### src/rtl/sub_word_store_unit_if.sv
// Store-unit bus: MEM-stage store request/handshake plus the word-wide data RAM port.
//   master: store requester and RAM model (drives req_*, mem_rdata)
//   slave : sub_word_store_unit (drives req_ready, mem_* strobes/addr/wdata, done, err)
interface sub_word_store_unit_if #(
    parameter int unsigned ADDR_W = 10
);
    logic              req_valid;
    logic              req_ready;
    logic [31:0]       req_addr;
    logic [31:0]       req_data;
    logic [1:0]        req_size;
    logic [ADDR_W-1:0] mem_addr;
    logic              mem_rd_en;
    logic [31:0]       mem_rdata;
    logic              mem_wr_en;
    logic [31:0]       mem_wdata;
    logic              done;
    logic              err;

    modport master (
        output req_valid, req_addr, req_data, req_size, mem_rdata,
        input  req_ready, mem_addr, mem_rd_en, mem_wr_en, mem_wdata, done, err
    );

    modport slave (
        input  req_valid, req_addr, req_data, req_size, mem_rdata,
        output req_ready, mem_addr, mem_rd_en, mem_wr_en, mem_wdata, done, err
    );
endinterface

### src/rtl/sub_word_store_unit.sv
// Store-side narrowing unit: writes byte/half/word stores into a word RAM with no
// byte enables, using read-modify-write for sub-word sizes.
//   clk, reset : system clock, asynchronous active-high reset
//   bus.req_*  : store request (valid/ready, byte address, rt data, size 0/1/2)
//   bus.mem_*  : word RAM port (one-cycle read latency, full-word write)
//   bus.done   : pulse with the RAM write; bus.err : pulse for an illegal request
module sub_word_store_unit #(
    parameter int unsigned ADDR_W = 10
) (
    input  logic                 clk,
    input  logic                 reset,
    sub_word_store_unit_if.slave bus
);
    localparam logic [1:0] SZ_BYTE = 2'd0;
    localparam logic [1:0] SZ_HALF = 2'd1;
    localparam logic [1:0] SZ_WORD = 2'd2;

    typedef enum logic [1:0] {IDLE, RD, WR, ERR} state_t;

    state_t      state;
    logic [1:0]  off_q;
    logic [31:0] data_q;
    logic [1:0]  size_q;
    logic        accept;
    logic        illegal;
    logic [31:0] merged;
    logic        unused_addr_hi;

    // Only the word address and byte offset matter; upper address bits wrap away.
    assign unused_addr_hi = ^bus.req_addr[31:ADDR_W+2];

    assign bus.req_ready = (state == IDLE);
    assign accept        = bus.req_valid && (state == IDLE);

    // Natural-alignment check on the incoming request.
    always_comb begin
        illegal = 1'b0;
        case (bus.req_size)
            SZ_BYTE: illegal = 1'b0;
            SZ_HALF: illegal = bus.req_addr[0];
            SZ_WORD: illegal = (bus.req_addr[1:0] != 2'b00);
            default: illegal = 1'b1;
        endcase
    end

    // Control FSM with registered strobes and word address.
    always_ff @(posedge clk or posedge reset) begin
        if (reset) begin
            state         <= IDLE;
            off_q         <= 2'd0;
            data_q        <= 32'd0;
            size_q        <= 2'd0;
            bus.mem_addr  <= '0;
            bus.mem_rd_en <= 1'b0;
            bus.mem_wr_en <= 1'b0;
            bus.done      <= 1'b0;
            bus.err       <= 1'b0;
        end else begin
            case (state)
                IDLE: begin
                    if (accept) begin
                        off_q  <= bus.req_addr[1:0];
                        data_q <= bus.req_data;
                        size_q <= bus.req_size;
                        if (illegal) begin
                            state   <= ERR;
                            bus.err <= 1'b1;
                        end else if (bus.req_size == SZ_WORD) begin
                            state         <= WR;
                            bus.mem_addr  <= bus.req_addr[ADDR_W+1:2];
                            bus.mem_wr_en <= 1'b1;
                            bus.done      <= 1'b1;
                        end else begin
                            state         <= RD;
                            bus.mem_addr  <= bus.req_addr[ADDR_W+1:2];
                            bus.mem_rd_en <= 1'b1;
                        end
                    end
                end
                RD: begin
                    state         <= WR;
                    bus.mem_rd_en <= 1'b0;
                    bus.mem_wr_en <= 1'b1;
                    bus.done      <= 1'b1;
                end
                WR, ERR: begin
                    state         <= IDLE;
                    bus.mem_addr  <= '0;
                    bus.mem_wr_en <= 1'b0;
                    bus.done      <= 1'b0;
                    bus.err       <= 1'b0;
                end
                default: begin
                    state <= IDLE;
                end
            endcase
        end
    end

    // Merge the narrowed field into the word read back during RD.
    always_comb begin
        merged = bus.mem_rdata;
        case (size_q)
            SZ_BYTE: begin
                case (off_q)
                    2'd0:    merged[7:0]   = data_q[7:0];
                    2'd1:    merged[15:8]  = data_q[7:0];
                    2'd2:    merged[23:16] = data_q[7:0];
                    default: merged[31:24] = data_q[7:0];
                endcase
            end
            SZ_HALF: begin
                if (off_q[1]) merged[31:16] = data_q[15:0];
                else          merged[15:0]  = data_q[15:0];
            end
            default: merged = data_q;
        endcase
        bus.mem_wdata = (state == WR) ? merged : 32'd0;
    end
endmodule

### src/flat_wrapper.sv
// flat-port wrapper written by rule: the top's interface ports become plain ports
module sub_word_store_unit_flat 
#(
    parameter int unsigned ADDR_W = 10
)
  (clk, reset, bus_req_valid, bus_req_addr, bus_req_data, bus_req_size, bus_mem_rdata, bus_req_ready, bus_mem_addr, bus_mem_rd_en, bus_mem_wr_en, bus_mem_wdata, bus_done, bus_err);
  sub_word_store_unit_if #(.ADDR_W(ADDR_W)) bus_i ();
  input  logic clk;
  input  logic reset;
  input wire logic [$bits(bus_i.req_valid)-1:0] bus_req_valid;
  input wire logic [$bits(bus_i.req_addr)-1:0] bus_req_addr;
  input wire logic [$bits(bus_i.req_data)-1:0] bus_req_data;
  input wire logic [$bits(bus_i.req_size)-1:0] bus_req_size;
  input wire logic [$bits(bus_i.mem_rdata)-1:0] bus_mem_rdata;
  output wire logic [$bits(bus_i.req_ready)-1:0] bus_req_ready;
  output wire logic [$bits(bus_i.mem_addr)-1:0] bus_mem_addr;
  output wire logic [$bits(bus_i.mem_rd_en)-1:0] bus_mem_rd_en;
  output wire logic [$bits(bus_i.mem_wr_en)-1:0] bus_mem_wr_en;
  output wire logic [$bits(bus_i.mem_wdata)-1:0] bus_mem_wdata;
  output wire logic [$bits(bus_i.done)-1:0] bus_done;
  output wire logic [$bits(bus_i.err)-1:0] bus_err;
  assign bus_i.req_valid = bus_req_valid;
  assign bus_i.req_addr = bus_req_addr;
  assign bus_i.req_data = bus_req_data;
  assign bus_i.req_size = bus_req_size;
  assign bus_i.mem_rdata = bus_mem_rdata;
  assign bus_req_ready = bus_i.req_ready;
  assign bus_mem_addr = bus_i.mem_addr;
  assign bus_mem_rd_en = bus_i.mem_rd_en;
  assign bus_mem_wr_en = bus_i.mem_wr_en;
  assign bus_mem_wdata = bus_i.mem_wdata;
  assign bus_done = bus_i.done;
  assign bus_err = bus_i.err;
  sub_word_store_unit #(.ADDR_W(ADDR_W)) u_core (.clk(clk), .reset(reset), .bus(bus_i));
endmodule
### config.mk
export PLATFORM = sky130hd
export DESIGN_NAME = sub_word_store_unit_flat
export DESIGN_NICKNAME = d
export VERILOG_FILES = /design/src/rtl/sub_word_store_unit_if.sv /design/src/rtl/sub_word_store_unit.sv /design/src/flat_wrapper.sv
export SDC_FILE = /design/constraint.sdc
export NUM_CORES = 1
export LEC_CHECK = 0
export CORE_MARGIN = 2
export CORE_UTILIZATION = 30
export DETAILED_ROUTE_END_ITERATION = 8
export PLACE_DENSITY_LB_ADDON = 0.25
export REMOVE_ABC_BUFFERS = 1
export SYNTH_ARGS = -nofsm -noshare
export SYNTH_HDL_FRONTEND = slang
export SYNTH_SLANG_ARGS = --single-unit
### constraint.sdc
create_clock -name clk -period 1.9 [get_ports clk]
set_clock_uncertainty 0.15 [all_clocks]
set_input_delay 0.19 -clock clk [delete_from_list [all_inputs] [get_ports clk]]
set_output_delay 0.19 -clock clk [all_outputs]
set_load 0.03 [all_outputs]
Word-level counts from Yosys, hierarchy flattened
Index checks and enable logic that the tools add are counted.

Output and inout port bits: 47. Logic and storage cells: 63. Register bits after elaboration: 51. Bits of input ports: 101.

Reductions and logical operators: 15. Multiplexer cells: 27. Equal/unequal tests: 13.

Operator list (number): one-hot mux 32 bit (2 select lines) (1); 2-to-1 mux 16 bit (2); 2-to-1 mux 32 bit (1); 2-to-1 mux 8 bit (4); 2-to-1 mux 10 bit (2); one-hot mux 10 bit (2 select lines) (1); AND reduction 3 bit (3); equality test 2 x 1 -> 1 bit (second input constant) (4); equality test 2 bit (second input constant) (4); zero test 2 bit (4); 2-to-1 mux 1 bit (8); 2-to-1 mux 2 bit (3); inequality test 2 x 1 -> 1 bit (second input constant) (3); one-hot mux 1 bit (3 select lines) (2); one-hot mux 2 bit (3 select lines) (1); nonzero test 2 bit (3); inequality test 2 bit (second input constant) (2); one-hot mux 1 bit (2 select lines) (2); AND reduction 4 bit (1); OR reduction 3 bit (1); AND reduction 2 bit (1); OR reduction 2 bit (1); logical AND 1 bit (1).

Depth between registers and ports, before layout
Depth in word-level cells: 5. Gate-level depth with buffers: 6. Mapped depth without buffers: 3.

Worst setup path after synthesis
OpenSTA, ideal clock, no wires.

Kind: register to output. Start point: register u_core.state[1]. End point: output port bus_mem_wdata[20]. Data arrival time: 1.691 ns. Slack: -0.131 ns. Path buffers: 3. Cell stages (with the launch flop): 7. Required time: 1.560 ns. Cells stage by stage: dfrtp_1 -> buf_2 -> and2b_1 -> buf_4 -> buf_4 -> o21ai_0 -> nor3_1.

Longest elaborated chain between the ends: 2.

RTL lines: start: declaration (RTL line sub_word_store_unit.sv:20) `state_t state;`; start signal: assignment (RTL line sub_word_store_unit.sv:49) `state <= IDLE;`; start signal: assignment (RTL line sub_word_store_unit.sv:66) `state <= ERR;`; start signal: assignment (RTL line sub_word_store_unit.sv:69) `state <= WR;`; equality test 2 bit (RTL line sub_word_store_unit.sv:118) `bus.mem_wdata = (state == WR) ? merged : 32'd0;`; 2-to-1 mux 32 bit (RTL line sub_word_store_unit.sv:118); end: declaration (RTL line flat_wrapper.sv:19) `output wire logic [$bits(bus_i.mem_wdata)-1:0] bus_mem_wdata;`.

No other way between the ends.

Worst setup path in the final report
Start point: register u_core.size_q[1]. End point: output port bus_mem_wdata[31].

Longest elaborated chain between the ends: 3. Elaborated cells on any way between the ends: 4. Classes of those cells: 1 x eq/ne; 2 x mux; 1 x reduce/logical.

RTL lines: start: declaration (RTL line sub_word_store_unit.sv:23) `logic [1:0] size_q;`; start signal: assignment (RTL line sub_word_store_unit.sv:64) `size_q <= bus.req_size;`; equality test 2 x 1 -> 1 bit / zero test 2 bit (equally long branches) (RTL line sub_word_store_unit.sv:103) `case (size_q)`; one-hot mux 32 bit (2 select lines) (*) (RTL line sub_word_store_unit.sv:103); 2-to-1 mux 32 bit (*) (RTL line sub_word_store_unit.sv:118).

Every way passes the cells marked *; elsewhere a longest branch is shown, timed or not.

==> flow_summary.ini <==
[floorplan]
core-area_um2 = 9640
die_area_um2 = 10600
ios = 148
start_util = 0.306
die_y_um = 103
row_count = 36
die_x_um = 103

[yosys]
synth_fa_ha_area_frac = 0
avgSynthCellArea_um2 = 8.80
synth_edf_count = 0
yosys.area_share.simple = 0.257
synthTopCellsByArea = dfrtp_1, nand2_1, mux2i_1, mux2_2, a22o_1
synth_top_family_by_area = simple AND/OR/NAND/NOR gates
yosysSeqAreaShare = 0.433
synth_top_cell_by_area = dfrtp_1
synthCells = 335
synth_xor_area_frac = 0
synth_common_cells = nand2_1, dfrtp_1, mux2i_1, o21ai_1
synth_seq_cells = 51
synth-compound-area-share = 0.161
synth.top_cell.area_share = 0.433
async_flop_share = 1.00
synthFlopType = dfrtp_1
muxShareOfSynthArea = 0.0849
synth_area_um2 = 2950
synthMostInstantiatedCell = nand2_1
synth_cell_types = 36
yosys_warnings = 0

[sta]
fin_crit_sh = 1.10
whs_ps = 29.0
rsz0062_at_grt = true
worstMarginPinSlew_ps = 610
final_max_slew_viol_count = 0
fmax_mhz = 477
worst_slack_ps = -195
min_period_ps = 2100
hold_violations = 0
slew_headroom = 0.593
setup_viol = 32

[final_layout]
syn2layout_area_growth_pct = 65.2
drive_gt1_frac = 0.247
nNetsFinal = 574
final_core_util = 0.505
insertedDiodeCount = 0

[critical_path]
endpoint_kind = output pin
critPathMaxFanout = 8
slowest_delay_ps = 430
path_delay_family = buffers and inverters
critical_path_class = flip-flop to output pin
path_buf_inv = 3
worstPathRequired_ps = 1560
path_common_cell = buf_4
startpoint_type = flip-flop
cp.arrival_ps = 1760
cp_cell_sequence = buf_6, nor4bb_2, buf_4, a32oi_2, o21ai_1, buf_4
worst_path_max_delay_cell = dfrtp_1

[clock_tree]
cts.sinks = 51
htreeDepth = 2
cts_tree = yes
root_buffer = clkbuf_8
clkLatencyLatePin_ps = 300
clk_pin_slew_ps = 100
clockBufferDepth = 2
hold_buffers = 0
cts_made_buffers = 5

[power_and_ir_drop]
powerDensity_nw_per_um2 = 1050
swShare = 0.409
power_frac_seq = 0.323
pwr-share-comb = 0.526
p_switching_mw = 2.10
leakagePower_nw = 2.20
vdd_drop_max_mv = 0.605
power_frac_clock = 0.150
p_int_mw = 3.03

[global_route]
grt_pass1_wl_mm = 15.0
grt_overflow = 0
grt_max_degree = 39
grt_pass1_vias = 3002
grt_use_total = 0.180
antenna_found_initial = 0

[detailed_routing]
wl_mm = 9.65
ant_nets = 0
wl_per_cell_um = 15.9
drtIter0Drc = 64
firstDrtPassIters = 5
vias_per_cell = 4.96
vias = 3009
drcViolationCount = 0

[job]
cap_viol_max_count = 0

[status]
outcome = finished with violations
violations = setup timing

[placement]
place_congestion = 0.867
port_buffers = 127
dpl.hpwl_mm = 6.80

[worst_hold_path]
hp-class = primary input to asynchronous set/reset pin
[state kept, by name, indices dropped and copies added, names as in the netlist]
signal / flops
u_core.bus.err: 1
u_core.bus.mem_addr: 10
u_core.bus.mem_rd_en: 1
u_core.bus.mem_wr_en: 1
u_core.data_q: 32
u_core.off_q: 2
u_core.size_q: 2
u_core.state: 2
[cell type report]
class	count	area [um^2]
Clock buffer	5	68.8
Fill cell	938	4770
Tap cell	133	166
Clock inverter	3	43.8
Multi-Input combinational cell	254	1690
Timing Repair Buffer	158	1610
Sequential cell	51	1280
Inverter	3	11.3
[layer usage]
layer | GRT usage | wire length (um) | share of wire
met1 | 0.232 | 4130 | 0.43
met5 | 0 | 0 | 0
met2 | 0.309 | 4670 | 0.48
met3 | 0.0420 | 742 | 0.077
met4 | 0.0405 | 116 | 0.012
[layout by cell type (no fill, tap or decap), drive strengths merged, types with 5 or more instances in the layout]
master and n:
a211oi 10, nor4b 11, clkbuf 5, a32oi 8
a221o 8, nor2 6, clkdlybuf4s50 94, nand2 123
mux2i 16, buf 63, dfrtp 51, a22o 10
nor3 8, mux2 8, o21ai 20, and3 8
[cell families after synthesis]
kind of cell           Yosys count
and+or+nand+nor                167
DFF                             51
buffers and inverters           30
AOI/OAI and AO/OA               63
muxes                           24
[power by group through the flow]
stage          clock network (mW)  logic (mW)  registers (mW)
2_1_floorplan                   0        1.16            1.74
3_3_place_gp                    0        2.27            1.63
3_5_place_dp                    0        2.29            1.64
4_1_cts                     0.796        2.58            1.64
5_1_grt                     0.837        2.90            1.70
6_report                    0.770        2.70            1.66
[stage by stage]
step	area, um^2	setup TNS [ps]	setup WS, ps	instances	total power [mW]
floorplan	2770	-50860	-1180	308	2.89
global placement	4350	-427	-55.4	589	3.90
detailed placement	4350	-791	-103	589	3.93
CTS	4730	-4400	-191	604	5.02
global route	4870	-7300	-336	607	5.44
finish	4870	-3990	-195	607	5.13
[path summary, 6_finish.rpt]
kind                                               start                            endpoint  slack, ps  cells after the start
hold reg to reg            u_core.data_q[17]$_DFFE_PP0P_       u_core.data_q[17]$_DFFE_PP0P_        330                      2
hold / removal                                     reset  u_core.bus.mem_addr[9]$_DFFE_PP0P_         30                      2
min in group clk                         bus_req_data[0]        u_core.data_q[0]$_DFFE_PP0P_        250                      3
max in group asynchronous                          reset       u_core.data_q[10]$_DFFE_PP0P_       1130                      3
setup reg to reg             u_core.state[1]$_DFFE_PP0N_  u_core.bus.mem_addr[0]$_DFFE_PP0P_        260                      4
setup / recovery            u_core.size_q[1]$_DFFE_PP0P_                   bus_mem_wdata[31]       -200                      6
[what timing repair did]
item | CTS | global route
gates resized for setup | 42 | 23
setup endpoints to repair | 33 | 32
buffers inserted | 5 | 4
cloned | 2 | 0
pin swaps | 5 | 2
(Power assumes the default switching activity.)
